==> config.mk <==
export PLATFORM = sky130hd
export DESIGN_NAME = shift_reg_n
export DESIGN_NICKNAME = d
export VERILOG_FILES = /design/src/rtl/shift_reg_n.sv
export SDC_FILE = /design/constraint.sdc
export NUM_CORES = 1
export LEC_CHECK = 0
export CAP_MARGIN = 30
export CELL_PAD_IN_SITES_DETAIL_PLACEMENT = 0
export CELL_PAD_IN_SITES_GLOBAL_PLACEMENT = 1
export CORE_ASPECT_RATIO = 1.75
export CORE_MARGIN = 4
export CORE_UTILIZATION = 27
export CTS_CLUSTER_DIAMETER = 60
export CTS_CLUSTER_SIZE = 30
export DETAILED_ROUTE_END_ITERATION = 8
export HOLD_SLACK_MARGIN = 0.08
export PLACE_DENSITY_LB_ADDON = 0.1
export SETUP_SLACK_MARGIN = 0.05
export SLEW_MARGIN = 20
export SYNTH_ARGS = -nofsm -noshare
export SYNTH_HDL_FRONTEND = slang
export SYNTH_SLANG_ARGS = --single-unit
export TNS_END_PERCENT = 10
==> constraint.sdc <==
create_clock -name clk -period 1.26 [get_ports clk]
set_input_delay 0.378 -clock clk [delete_from_list [all_inputs] [get_ports clk]]
set_output_delay 0.378 -clock clk [all_outputs]
set_load 0.01 [all_outputs]
==> src/rtl/shift_reg_n.sv <==
// Universal shift register (hold / shift right / shift left / parallel load) with synchronous clear,
// clock enable and a saturating shift counter. Optional macro ROTATE_EN adds a rot input for rotate shifts.
module shift_reg_n #(
    parameter int WIDTH = 8,
    parameter int CNT_W = 4
) (
    input  logic             clk,
    input  logic             reset,
    input  logic             clr,
    input  logic             en,
    input  logic [1:0]       mode,
    input  logic             sin_r,
    input  logic             sin_l,
`ifdef ROTATE_EN
    input  logic             rot,
`endif
    input  logic [WIDTH-1:0] d,
    output logic [WIDTH-1:0] q,
    output logic             sout_r,
    output logic             sout_l,
    output logic [CNT_W-1:0] shift_cnt,
    output logic             zero
);

    typedef enum logic [1:0] {
        MODE_HOLD = 2'b00,
        MODE_SHR  = 2'b01,
        MODE_SHL  = 2'b10,
        MODE_LOAD = 2'b11
    } mode_e;

    localparam logic [CNT_W-1:0] CNT_ONE = CNT_W'(1);
    localparam logic [CNT_W-1:0] CNT_MAX = {CNT_W{1'b1}};

    logic [WIDTH-1:0] q_q, q_d;
    logic [CNT_W-1:0] cnt_q, cnt_d;
    logic             right_in, left_in;

    function automatic logic [CNT_W-1:0] sat_inc(input logic [CNT_W-1:0] c);
        return (c == CNT_MAX) ? c : c + CNT_ONE;
    endfunction

    // Rotation feeds the bit falling off the opposite end back in place of the serial input.
`ifdef ROTATE_EN
    assign right_in = rot ? q_q[0]       : sin_r;
    assign left_in  = rot ? q_q[WIDTH-1] : sin_l;
`else
    assign right_in = sin_r;
    assign left_in  = sin_l;
`endif

    always_comb begin
        q_d   = q_q;
        cnt_d = cnt_q;
        if (clr) begin
            q_d   = '0;
            cnt_d = '0;
        end else if (en) begin
            case (mode_e'(mode))
                MODE_SHR: begin
                    q_d   = {right_in, q_q[WIDTH-1:1]};
                    cnt_d = sat_inc(cnt_q);
                end
                MODE_SHL: begin
                    q_d   = {q_q[WIDTH-2:0], left_in};
                    cnt_d = sat_inc(cnt_q);
                end
                MODE_LOAD: begin
                    q_d   = d;
                    cnt_d = '0;
                end
                default: begin
                    q_d   = q_q;
                    cnt_d = cnt_q;
                end
            endcase
        end
    end

    always_ff @(posedge clk or negedge reset) begin
        if (!reset) begin
            q_q   <= '0;
            cnt_q <= '0;
        end else begin
            q_q   <= q_d;
            cnt_q <= cnt_d;
        end
    end

    assign q         = q_q;
    assign shift_cnt = cnt_q;
    assign sout_r    = q_q[0];
    assign sout_l    = q_q[WIDTH-1];
    assign zero      = (q_q == '0);

endmodule

==> impl_metrics.env <==
export IMPL_clk_pin_slew_ns=0.05
export IMPL_syn_area_per_cell_sq_um=8.49
export IMPL_synth_seq_cells=12
export IMPL_grt_pass1_vias=923
export IMPL_fin_nets=170
export IMPL_area_delta_synth_final_pct=74.6
export IMPL_final_layout_size_suffix_gt1_share_pct=41.1
export IMPL_drv_cap=0
export IMPL_fin_crit_sh_pct=140
export IMPL_synth_largest_area_cell="dfrtp_1"
export IMPL_startpoint_type="flip-flop"
export IMPL_coreArea_sq_mm=0.00275
export IMPL_tritoncts="built"
export IMPL_syn_nets=115
export IMPL_multiInputGateArea_sq_um=500
export IMPL_timing_final_crit_period_ns=1.76
export IMPL_crit_path_end_kind="output port"
export IMPL_die_w_um=48.9
export IMPL_skew_ns=0.00166
export IMPL_wire_per_inst_um=14.9
export IMPL_path_class="flip-flop to output port"
export IMPL_antenna_cells=0
export IMPL_power_leakage_uw=0.000625
export IMPL_synth_area_sq_um=790
export IMPL_post_dp_hpwl_um=1960
export IMPL_slew_headroom_pct=76.6
export IMPL_reg2reg_from="shift_cnt[1]"
export IMPL_firstDrtPassIters=4
export IMPL_die_h_um=79.5
export IMPL_grt_max_degree=17
export IMPL_hold_viol=0
export IMPL_rsz0062_at_grt="yes"
export IMPL_r2r_slack_ns=-0.16
export IMPL_violations="setup timing"
export IMPL_syn_inst=93
export IMPL_cp_max_fo=2
export IMPL_io_pin_count=31
export IMPL_grt_use_total_pct=14.2
export IMPL_hold_class="input pin to asynchronous set/reset pin"
export IMPL_grt_overflow_total=0
export IMPL_dp_cells=167
export IMPL_numCtsBuffers=3
export IMPL_layout_setup_ws_ns=-0.501
export IMPL_maxSlewViolCount=0
export IMPL_regArea_sq_um=300
export IMPL_finalSetupViolCount=15
export IMPL_io_buffers=30
export IMPL_power_density_mw_per_mm2=740
export IMPL_grt_pass1_wl_um=4310
export IMPL_ys_warn_count=0
export IMPL_synthTopCellsByArea="dfrtp_1 (38%), ha_1 (9.5%), a22oi_1 (7.6%), a21oi_1 (7.0%), o21ai_0 (5.7%)"
export IMPL_required_ns=0.88
export IMPL_synth_seq_area_share_pct=38.0
export IMPL_final_fill_count=295
export IMPL_gp_congestion=0.726
export IMPL_synth_top_area_share_pct=38.0
export IMPL_r2r_cells=5
export IMPL_status="finished, violations left"
export IMPL_drc=0
export IMPL_cts_htree_levels=1
export IMPL_fin_area_sq_mm=0.00138
export IMPL_vias=887
export IMPL_clock_sinks=12
export IMPL_dieArea_sq_mm=0.00389
export IMPL_placed_cell_area_sq_mm=0.00126
export IMPL_insertion_delay_ns=0.23
export IMPL_antenna_found_initial=0
export IMPL_timing_fmax_mhz=568
export IMPL_finalHoldWorstSlack_ns=0.452
export IMPL_cts_path_max_buffers=2
export IMPL_finalPower_uw=1020
export IMPL_viasPerCell=5.13
export IMPL_fin_cells=173
export IMPL_drtIter0Drc=11
export IMPL_wl_um=2570
export IMPL_cts_hold_buf=0
export IMPL_initial_core_util_pct=28.7
export IMPL_rows=25
export IMPL_ant_nets=0
export IMPL_arrival_ns=1.38
export IMPL_reg2reg_to="shift_cnt[1]"
export IMPL_ir_worst_vdd_mv=0.489
export IMPL_cts_root_buf="clkbuf_8"
export IMPL_tightest_slew_ns=0.351
export IMPL_synth_cell_types=22
==> cell families (layout without fill, tap and decap cells) <==
logic type               after synthesis  after routing  share of synthesized area [%]
AO/OA/AOI/OAI                         31             31                           24.6
flip-flops                            12             12                           38.0
adder cells (fa/ha/maj)                6              6                           9.51
AND/OR/NAND/NOR                       36             36                           22.8
buffers and inverters                  8             61                           5.07
==> layout by cell type (no fill, tap or decap), drive strengths merged, types with 2 or more instances in the layout <==
cell type,instances
a21oi,12
a22oi,8
buf,42
clkbuf,3
clkdlybuf4s50,13
dfrtp,12
ha,6
inv,3
nand2,12
nand2b,2
nand3,3
nand4b,2
nor2,11
o21ai,9
or3,2
or4,2
==> final cells by class <==
type,instances,area share (%)
Multi-Input combinational cell,73,36.3
Timing Repair Buffer,55,35.7
Sequential cell,12,21.8
Clock buffer,3,2.99
Tap cell,27,2.45
Inverter,3,0.817
==> per-layer routing <==
| layer | wire length [um] | GRT usage [%] |
|---|---|---|
| met1 | 945 | 14.3 |
| met2 | 1460 | 27.4 |
| met3 | 146 | 2.99 |
| met4 | 23 | 5.66 |
| met5 | 0 | 0 |
==> cells in the mapped netlist <==
cell type,number
a21o_1,1
a21oi_4,1
buf_2,2
a21oi_1,11
ha_1,6
or3b_1,1
a22oi_1,8
nor2_1,11
o21ai_0,9
nand3_1,2
nand2b_1,2
buf_4,2
or4_1,2
clkbuf_1,1
nand3b_1,1
nand3_2,1
a32o_1,1
inv_1,3
nand2_1,12
or3_1,2
dfrtp_1,12
nand4b_1,2
==> worst max path at each step <==
stage	from	endpoint	depth (start not counted)
6_report	q[0]	zero	3
4_1_cts	q[0]	zero	3
5_1_grt	q[0]	zero	3
2_1_floorplan	q[3]	zero	2
3_3_place_gp	mode[0]	q[4]	7
3_5_place_dp	mode[0]	q[7]	6
==> worst max-delay path, stage by stage (launching register included) <==
cell     delay (ns)
dfrtp_1        0.38
or4_4          0.54
nor2_2         0.10
buf_2          0.13
==> where the power goes <==
| part | internal, uW | switching (uW) |
|---|---|---|
| logic | 152 | 129 |
| clock network | 210 | 128 |
| registers | 395 | 7.48 |
| total | 756 | 264 |
==> timing repair <==
item                       in CTS  in global routing
pin swaps                      13                  5
setup buffers                   1                  2
setup endpoints to repair      27                 23
gates resized for setup        96                 10
==> registers in the layout, summed over array words and instances, names as in the netlist <==
name	count
q	8
shift_cnt	4
==> per-stage QoR <==
stage	setup slack [ns]	util, %	TNS (ns)
finish	-0.501	50.1	-1.43
global route	-0.532	50.1	-2.63
CTS	-0.497	48.0	-1.72
detailed placement	-0.877	45.9	-11.94
global placement	-0.843	45.9	-11.33
floorplan	-0.238	-	-2.26
Note: power is estimated with default switching activity, not from simulation.
